==> src/rtl/rx_frame_buffer.sv <==
// Collects received words into a frame and hands out a stable snapshot.
// A frame closes on the terminator word or when DEPTH words have been stored.
module rx_frame_buffer #(
    parameter int                    DATA_SIZE      = 8,
    parameter int                    ADDR_SPACE_EXP = 5,
    parameter logic [DATA_SIZE-1:0]  TERMINATOR     = DATA_SIZE'('h0D),
    parameter int                    USE_TERMINATOR = 1
) (
    input  logic                                         clk_100MHz,
    input  logic                                         reset,
    input  logic                                         write_to_fifo,
    input  logic [DATA_SIZE-1:0]                         write_data_in,
    input  logic                                         clear,
    input  logic                                         frame_ack,
    output logic [DATA_SIZE*(2**ADDR_SPACE_EXP)-1:0]     frame_data,
    output logic [ADDR_SPACE_EXP:0]                      frame_len,
    output logic                                         frame_valid,
    output logic                                         overflow,
    output logic [ADDR_SPACE_EXP:0]                      fill_count,
    output logic                                         empty,
    output logic                                         full
);

    localparam int DEPTH = 2**ADDR_SPACE_EXP;
    localparam int CW    = ADDR_SPACE_EXP + 1;
    localparam int FW    = DATA_SIZE * DEPTH;

    typedef enum logic {ST_IDLE, ST_HOLD} state_t;

    state_t                     r_state;
    logic [DATA_SIZE-1:0]       r_mem [DEPTH];
    logic [ADDR_SPACE_EXP-1:0]  r_wr_ptr;
    logic [CW-1:0]              r_fill;

    logic                       w_is_term;
    logic                       w_accept;
    logic                       w_auto_close;
    logic                       w_close;
    logic [CW-1:0]              w_len;
    logic [FW-1:0]              w_snap;

    assign w_is_term    = (USE_TERMINATOR != 0) && write_to_fifo && (write_data_in == TERMINATOR);
    assign w_accept     = write_to_fifo && !w_is_term;
    assign w_auto_close = w_accept && (r_fill == CW'(DEPTH - 1));
    assign w_close      = w_auto_close || (w_is_term && (r_fill != '0));
    assign w_len        = w_auto_close ? CW'(DEPTH) : r_fill;

    // On auto-close the last word is still on the input bus, so take it from there.
    always_comb begin
        w_snap = '0;
        for (int k = 0; k < DEPTH; k++) begin
            if (k < int'(r_fill))
                w_snap[k*DATA_SIZE +: DATA_SIZE] = r_mem[k];
        end
        if (w_auto_close)
            w_snap[(DEPTH-1)*DATA_SIZE +: DATA_SIZE] = write_data_in;
    end

    always_ff @(posedge clk_100MHz) begin
        if (w_accept && !clear)
            r_mem[r_wr_ptr] <= write_data_in;
    end

    always_ff @(posedge clk_100MHz or posedge reset) begin
        if (reset) begin
            r_state     <= ST_IDLE;
            r_wr_ptr    <= '0;
            r_fill      <= '0;
            frame_data  <= '0;
            frame_len   <= '0;
            frame_valid <= 1'b0;
            overflow    <= 1'b0;
        end else if (clear) begin
            r_state     <= ST_IDLE;
            r_wr_ptr    <= '0;
            r_fill      <= '0;
            frame_data  <= '0;
            frame_len   <= '0;
            frame_valid <= 1'b0;
            overflow    <= 1'b0;
        end else begin
            if (w_close) begin
                r_wr_ptr <= '0;
                r_fill   <= '0;
            end else if (w_accept) begin
                r_wr_ptr <= r_wr_ptr + 1'b1;
                r_fill   <= r_fill + 1'b1;
            end

            case (r_state)
                ST_IDLE: begin
                    if (w_close) begin
                        frame_data  <= w_snap;
                        frame_len   <= w_len;
                        frame_valid <= 1'b1;
                        r_state     <= ST_HOLD;
                    end
                end
                ST_HOLD: begin
                    if (w_close) begin
                        // A new frame only replaces the snapshot if the old one is acked now.
                        if (frame_ack) begin
                            frame_data <= w_snap;
                            frame_len  <= w_len;
                        end else begin
                            overflow   <= 1'b1;
                        end
                    end else if (frame_ack) begin
                        frame_valid <= 1'b0;
                        r_state     <= ST_IDLE;
                    end
                end
                default: r_state <= ST_IDLE;
            endcase
        end
    end

    assign fill_count = r_fill;
    assign empty      = (r_fill == '0);
    assign full       = (r_fill == CW'(DEPTH));

endmodule

==> config.mk <==
export PLATFORM = sky130hd
export DESIGN_NAME = rx_frame_buffer
export DESIGN_NICKNAME = d
export VERILOG_FILES = /design/src/rtl/rx_frame_buffer.sv
export SDC_FILE = /design/constraint.sdc
export NUM_CORES = 1
export LEC_CHECK = 0
export ABC_AREA = 1
export CAP_MARGIN = 20
export CORE_AREA = 2 2 208 210
export CTS_BUF_LIST = sky130_fd_sc_hd__clkbuf_16
export DETAILED_ROUTE_END_ITERATION = 16
export DIE_AREA = 0 0 210 212
export HOLD_SLACK_MARGIN = 0.06
export PLACE_DENSITY = 0.81
export SLEW_MARGIN = 20
export SYNTH_ARGS = -nofsm -noshare
export SYNTH_HDL_FRONTEND = slang
export SYNTH_SLANG_ARGS = --single-unit
==> constraint.sdc <==
create_clock -name clk_100MHz -period 11.9 [get_ports clk_100MHz]
set_clock_uncertainty 0.1 [all_clocks]
set_input_delay 2.38 -clock clk_100MHz [delete_from_list [all_inputs] [get_ports clk_100MHz]]
set_output_delay 2.38 -clock clk_100MHz [all_outputs]
set_load 0.01 [all_outputs]
==> qor.yml, run 1 <==
setup_viol: 0
start_util: 0.4734
clk_path_buf_depth: 3
cts_made_buffers: 52
async_flop_share: 0.5188
synthTopCellsByArea: "edfxtp_1 38%, dfrtp_1 34%, nand2_1 11%"
clock_latency_ns: 0.59
slew-limit-headroom: 0.2581
crit_type: "input port to register"
pre_cts_ws_ns: 5.472
use_met1: 0.3288
tightest_slew_ns: 1.113
top_usage_layer: "met2"
synthDominantCellAreaShare: 0.3821
track_usage: 0.2422
critical_path_arrival_ns: 6.20
grt_use_met3: 0.05214
p_int_mw: 2.873
io_buffers: 284
ys_types: 27
ys_seq_elements: 532
grt-ovfl-total: 0
dieArea_sq_um: 44520
power_mw: 3.653
critPathLaunchType: "input port"
area_delta_synth_final_pct: 23.72
place_congestion: 0.8656
clk_pin_slew_ns: 0.06
synth.cell_area_sq_um: 20120
drive_above_1_share: 0.05219
die_h_um: 212
seqPwrFrac: 0.530
core_sq_um: 42510
htreeDepth: 2
p_comb_frac: 0.028
grt_use_met2: 0.3915
drv_slew: 0
timing.fmax_ghz: 0.1712
vdd_drop_max_mv: 0.09951
syn_avg_cell_area_sq_um: 11.58
wirelength_mm: 54.18
seq_area_frac_synth: 0.7253
grt_max_degree: 215
power_density_nw_per_um2: 146.8
worstSetupEndpointType: "register"
hpwlAfterDp_mm: 32.43
synth.largest_area_cell: "edfxtp_1"
place_inst: 2481
crit_required_ns: 12.26
status: "finished clean"
cts_setup_buffers: 0
grt_pass1_wl_mm: 81.58
p_sw_frac: 0.2136
p_switching_mw: 0.7805
fin_ws_ns: 6.060
synth_edf_count: 256
tns_ns: 0
fin_crit_ns: 5.840
root_buffer: "clkbuf_16"
routedWlPerCell_um: 21.03
cts_tree: "done"
netlist_instances: 1738
period_share: 0.4908
hold_class: "register to register"
vias: 14340
hold_viol: 0
synth_most_common_cell: "nand2_1"
layout.nets: 2008
p_leak_nw: 11.09
viasPerCell: 5.564
ant_nets: 0
rsz0062_at_grt: "no"
layout.cells.non_filler: 2577
dieWidth_um: 210
fin_hold_ws_ns: 0.3714
timing.reg2reg.setup_slack_ns: 8.23
n_antenna_cell: 0
cap_violations: 0
grt_pass1_vias: 13900
ys_warn_count: 0
synth_ff_type: "dfrtp_1"
holdBufCountCts: 0
drt_iter0_markers: 1193
clock_sinks: 532
cts_resized: 0
clkPwrFrac: 0.442
grt_antenna_before_repair: 0
synth_commonest_cells: "572 x nand2_1, 276 x dfrtp_1, 256 x edfxtp_1"
ios: 285
drc: 0
std_cell_rows: 76
first_pass_iters: 5
critPathMaxFanout: 160
syn_nets: 1757
==> layout make-up <==
| class | count | area (sq um) |
|---|---|---|
| Timing Repair Buffer | 296 | 2919 |
| Tap cell | 546 | 683.2 |
| Inverter | 89 | 341.6 |
| Sequential cell | 532 | 14590 |
| Fill cell | 3321 | 17610 |
| Clock inverter | 42 | 312.8 |
| Clock buffer | 54 | 1351 |
| Multi-Input combinational cell | 1018 | 4691 |
==> worst paths after layout <==
| path | startpoint | to | cells after the start |
|---|---|---|---|
| worst max register to register | fill_count[5] | frame_data[212] | 8 |
| worst min register to register | frame_data[209] | frame_data[209] | 2 |
| worst min-delay path | frame_data[209] | frame_data[209] | 2 |
| max in group asynchronous | reset | frame_data[21] | 3 |
| min in group asynchronous | reset | frame_data[148] | 2 |
| worst max-delay path | clear | frame_data[212] | 10 |
==> power by group through the flow <==
stage,combinational (mW),sequential [mW],clock [mW]
floorplan,0.0539,1.97,0
global placement,0.101,1.97,0
detailed placement,0.103,1.97,0
CTS,0.103,1.94,1.64
global route,0.112,1.94,1.70
finish,0.102,1.94,1.61
==> metrics by stage <==
stage          area (sq um)    util
2_1_floorplan         20120       -
3_3_place_gp          23210  0.5462
3_5_place_dp          23210  0.5462
4_1_cts               24880  0.5853
5_1_grt               24890  0.5856
6_report              24890  0.5856
==> critical path, cell delays in order <==
cell and delay [ns]:
clkdlybuf4s50_1 0.45, buf_4 0.19, clkinv_1 0.47, buf_4 0.46, nand2_2 0.11, buf_4 0.49, nand2_8 0.57, buf_4 0.69
nand2_1 0.21, nand2_1 0.08
==> flip-flops by register name, summed over array words and instances (netlist names) <==
| register | flops |
|---|---|
| fill_count | 6 |
| frame_data | 256 |
| frame_len | 6 |
| frame_valid | 1 |
| overflow | 1 |
| r_mem | 256 |
| r_state | 1 |
| r_wr_ptr | 5 |
==> cell usage in the layout (no fill, tap or decap), drive strengths merged <==
cell type / Yosys / layout
inv: 88 / 102
dfrtp: 276 / 276
nand2: 573 / 573
nor3: 4 / 4
xor2: 3 / 3
a21oi: 3 / 3
nand3: 41 / 41
clkdlybuf4s50: 0 / 276
edfxtp: 256 / 256
clkinvlp: 0 / 1
nand4: 244 / 244
ha: 6 / 6
nor4: 1 / 1
o21ai: 31 / 31
nor2: 109 / 109
nand3b: 1 / 1
buf: 67 / 20
nor3b: 2 / 2
clkinv: 1 / 23
clkbuf: 32 / 54
bufinv: 0 / 5
==> metal layers <==
| metal | vias to the layer above | part of all wire |
|---|---|---|
| met5 | - | 0 |
| li1 | 6473 | - |
| met4 | 0 | 0.026 |
| met3 | 90 | 0.083 |
| met2 | 635 | 0.48 |
| met1 | 7141 | 0.41 |
==> kinds of logic (layout without fill, tap and decap cells) <==
logic type,after synthesis,after routing,synth area share
flip-flops,532,532,0.7253
AND/OR/NAND/NOR,975,975,0.2183
AO/OA/AOI/OAI,34,34,0.008457
buffers and inverters,188,481,0.04285
XOR/XNOR,3,3,0.001306
adder cells (fa/ha/maj),6,6,0.003731
Note: power is estimated with default switching activity, not from simulation.
==> run 2, diff against run 1 <==
==> constraint.sdc (replaced) <==
create_clock -name clk_100MHz -period 5.5 [get_ports clk_100MHz]
set_clock_uncertainty 0.1 [all_clocks]
set_input_delay 1.1 -clock clk_100MHz [delete_from_list [all_inputs] [get_ports clk_100MHz]]
set_output_delay 1.1 -clock clk_100MHz [all_outputs]
set_load 0.01 [all_outputs]
==> run 2 against run 1 <==
  * Cell count grew 0.43%
  * Combinational power increased by 120%
  * Critical path depth decreased by 5
  * Largest cell class unchanged
  * Critical path type is now register to output port
  * Highest routed layer is now met5
==> qor.yml, run 2 (synthesized netlist as in run 1, its figures left out) <==
status: "finished clean"
p_int_mw: 6.041
io_buffers: 284
reg2reg_from: "fill_count[1]"
hold_class: "register to register"
std_cell_rows: 76
drc: 0
reg_top3: "frame_data: 256 flops, r_mem: 256 flops"
power_density_nw_per_um2: 308.5
seqPwrFrac: 0.545
cap_violations: 0
routedWlPerCell_um: 20.79
grt_pass1_wl_mm: 81.34
power_mw: 7.694
p_comb_frac: 0.029
timing.fmax_ghz: 0.2457
cts_resized: 0
viasPerCell: 5.529
setup_viol: 0
grt_antenna_before_repair: 1
slew-limit-headroom: 0.3172
layout.cells.non_filler: 2588
first_pass_iters: 6
holdPathStages: 1
cpMostUsedCell: "inv_1"
tightest_slew_ns: 1.022
rsz0062_at_grt: "no"
clk_path_buf_depth: 3
dieWidth_um: 210
dieArea_sq_um: 44520
p_leak_nw: 11.11
drt_iter0_markers: 1300
grt_max_degree: 163
crit_required_ns: 4.30
hold_viol: 0
vdd_drop_max_mv: 0.2375
cp.buffers_inverters: 3
layout_commonest_cell: "nand2_1"
critical_path_arrival_ns: 2.87
track_usage: 0.2418
p_switching_mw: 1.653
worstSetupEndpointType: "output port"
htreeDepth: 2
clock_sinks: 532
wirelength_mm: 53.80
period_share: 0.7400
die_h_um: 212
most-common-layout-cells: "570 x nand2_1, 276 x dfrtp_1, 276 x clkdlybuf4s50_1, 256 x edfxtp_1, 244 x nand4_1"
crit_type: "register to output port"
r2r-end: "frame_data[188]"
drv_slew: 0
area_delta_synth_final_pct: 23.97
timing.reg2reg.setup_slack_ns: 1.93
place_inst: 2491
cts_tree: "done"
p_sw_frac: 0.2149
grt-ovfl-total: 0
clock_latency_ns: 0.58
start_util: 0.4734
layout.nets: 2017
clkPwrFrac: 0.426
vias: 14310
tns_ns: 0
hpwlAfterDp_mm: 34.02
r2r_cells: 9
critPathTopFamily: "buffers and inverters"
cpPeakStageDelay_ns: 0.69
ios: 285
drive_above_1_share: 0.05683
cts_made_buffers: 51
holdBufCountCts: 0
core_sq_um: 42510
min_to: "frame_valid"
ant_nets: 0
critPathLaunchType: "register"
cpMaxStageDelayCell: "clkdlybuf4s50_1"
pre_cts_ws_ns: 1.199
clk_pin_slew_ns: 0.07
min_from: "r_state"
grt_pass1_vias: 14010
fin_crit_ns: 4.070
root_buffer: "clkbuf_16"
cts_setup_buffers: 0
fillers: 3297
place_congestion: 0.8930
fin_ws_ns: 1.430
critPathMaxFanout: 11
path_cells: "inv_1, ha_1, inv_1, nor4_1, clkdlybuf4s50_1"
run 2: cell count changes in the layout (fill, tap and decap cells not counted):
| cell | change |
|---|---|
| inv_6 | +2 |
| clkinv_2 | +1 |
| bufinv_16 | -4 |
| clkinv_4 | +1 |
| clkinvlp_4 | +1 |
| buf_4 | +6 |
| buf_2 | +1 |
| clkinv_8 | +1 |
| diode_2 | +1 |
| clkinv_1 | +3 |
| inv_1 | -3 |
| buf_12 | +6 |
| buf_6 | -3 |
| inv_8 | -2 |
run 2: how the worst max path moves through the flow:
stage,startpoint,endpoint,cells past startpoint
floorplan,reset,fill_count[0],1
global placement,clear,frame_data[169],8
detailed placement,clear,frame_data[188],8
CTS,fill_count[1],full,5
global route,fill_count[1],full,5
finish,fill_count[1],full,5
run 2: power groups by stage:
stage                     Sequential (mW)  Clock (mW)  Combinational (mW)
after floorplan                      4.27           0               0.117
after global placement               4.27           0               0.217
after detailed placement             4.27           0               0.225
after CTS                            4.19        3.34               0.225
after global routing                 4.19        3.49               0.243
final                                4.19        3.28               0.224
run 2: final cells by class:
class	count	area [sq um]	share of cell area
diodes	1	2.502	0.0001003
clock buffers	54	1351	0.05417
clock inverters	42	229.0	0.009179
inverters	89	337.8	0.01354
multi-input cells	1018	4691	0.1881
flip-flops and latches	532	14590	0.5851
well taps	546	683.2	0.02739
repair buffers	306	3055	0.1225
run 2: routing by layer:
metal / global-route usage / routed length [um] / vias up
li1: - / - / 6483
met1: 0.3245 / 21700 / 7062
met2: 0.3934 / 25790 / 644
met3: 0.04963 / 4592 / 119
met4: 0.09000 / 1699 / 2
met5: 0 / 13 / -
run 2: per-stage QoR:
stage,hold slack [ns],utilization,instance area (sq um)
finish,0.3640,0.5868,24940
global route,0.3853,0.5868,24940
CTS,0.3566,0.5868,24940
detailed placement,0.3492,0.5496,23360
global placement,0.3303,0.5491,23340
floorplan,0.3181,-,20120
run 2: worst register-to-register path, stage by stage, from the launching register on:
cell	delay, ns
dfrtp_1	0.61
inv_1	0.26
ha_1	0.24
nand3_1	0.24
nand3_2	0.24
nand3_4	0.19
nand2_8	0.71
buf_4	0.63
nand2_1	0.18
nand2_1	0.11
==> RTL edit (config.mk and constraints of run 1) <==
Make the reset (`reset`) synchronous in one clocked block.
--- a/src/rtl/rx_frame_buffer.sv
+++ b/src/rtl/rx_frame_buffer.sv
@@ -63,3 +63,3 @@
 
-    always_ff @(posedge clk_100MHz or posedge reset) begin
+    always_ff @(posedge clk_100MHz) begin
         if (reset) begin
Function: not settled (the Yosys comparison gave no result); the edit may change what the design does.
==> RTL edit against run 1 <==
  * First-iteration DRC count fell by 12%
  * Routed wire length fell by 8.0%
  * Die area did not move
  * Total power fell by 5.7%
  * Final area fell by 7.4%
  * Sequential cell count did not move
  * Utilization fell by 4.3 points
  * Sequential share of layout area fell by 1.3 points
  * Worst setup slack improved by 85 ps
  * Combinational power fell by 44%
  * Clock power fell by 9%
  * Synthesized area fell by 8.7%
  * Highest routed layer unchanged
==> RTL edit: results (changes against run 1) <==
status: finished, final reports clean
GRT Util Overall: 21.7% (-2.5 points)
DP Area: 21500 um2 (-7.3%)
Seq/Total Area, Yosys: 71.9% (-0.59 points)
worst-path maximum fanout: 107 (-33%)
internal power: 2.74 mW (-4.7%)
First DRT Iteration DRCs: 1044 (-12%)
met1 GRT Util: 28.4% (-4.5 points)
pin count of the biggest net entering global routing: 144 (-33%)
vias in the first global route: 12721 (-8.5%)
post-synth cell types: 29 (+7.4%)
HPWL Detailed: 30800 um (-4.9%)
share of synthesized registers carrying an async set or reset: 0% (-52 points)
met2 usage: 35.4% (-3.7 points)
ys flop type: dfxtp_1
Synth area leaders: edfxtp_1, dfxtp_1, a21oi_1
synth cell count leaders: nand2_1, dfxtp_1, a21oi_1
worst r2r src: fill_count[1]
Worst VDD drop: 0.0981 mV (-1.5%)
NumNets Final: 1915 (-4.6%)
met3 Track Usage GR: 4.76% (-0.46 points)
syn_nets: 1663 (-5.4%)
WL/cell: 20.1 um (-4.5%)
hold crit path type: register to register
Worst EP arrival: 6150 ps (-50 ps)
Worst Max-Slew Pin Slew: 1070 ps (-46.3 ps)
ratio of cells with drive above 1 in the final layout: 5.68% (+0.47 points)
HP Start: frame_valid
first-pass GRT wire length: 73400 um (-10%)
Pleak: 7.60 nW (-32%)
Via density: 5.31 (-4.5%)
routability congestion estimate: 0.809 (-6.6%)
CTS buffer count: 51 (-1.9%)
Worst Setup SP: write_data_in[0]
RTL edit: worst max-delay path, stage by stage:
cell and delay [ps]:
buf_2 690, nand2_1 110, nor2_1 110, nand2_1 110
nand3_4 120, nand2_2 80, inv_2 70, ha_1 140
nor2_1 70, o21ai_4 80, buf_4 790, buf_4 920
nand2_1 160, a21oi_1 220
RTL edit: layer usage:
| metal | part of all wire (%) | vias up |
|---|---|---|
| met5 | 0 | - |
| met4 | 3.6 | 0 |
| met3 | 7.5 | 113 |
| li1 | - | 6227 |
| met2 | 47 | 543 |
| met1 | 42 | 6305 |
RTL edit: metrics by stage:
step	setup WS, ps	cells
final	6140	2482
after global routing	5800	2481
after CTS	5920	2481
after detailed placement	5340	2387
after global placement	5540	2387
after floorplan	7750	1642
RTL edit: layout make-up:
type / count / area (um2)
fillers: 3479 / 19500
flip-flops and latches: 532 / 13200
multi-input cells: 970 / 4570
repair buffers: 296 / 2900
clock buffers: 54 / 1350
well taps: 546 / 683
inverters: 43 / 169
clock inverters: 40 / 160
diodes: 1 / 2.50
RTL edit: power groups by stage:
stage	combinational, mW	clock, mW	sequential (mW)
2_1_floorplan	0.0202	0	1.96
3_5_place_dp	0.0567	0	1.96
3_3_place_gp	0.0553	0	1.96
6_report	0.0567	1.47	1.92
4_1_cts	0.0568	1.50	1.92
5_1_grt	0.0608	1.56	1.92
RTL edit: final timing paths:
check                                       end  cells past startpoint  slack, ps
worst max-delay path            frame_data[177]                     14       6140
worst min register to register      frame_valid                      2        360
worst min-delay path                frame_valid                      2        360
worst max register to register  frame_data[142]                     13       7320
RTL edit: kinds of logic (layout without fill, tap and decap cells):
logic type,count (synthesis),count (layout),share of synthesized area (%)
AND/OR/NAND/NOR,531,531,12.3
AO/OA/AOI/OAI,425,425,11.7
XOR/XNOR,6,6,0.286
adder cells (fa/ha/maj),8,8,0.545
other,0,1,0
buffers and inverters,140,433,3.20
flip-flops,532,532,71.9
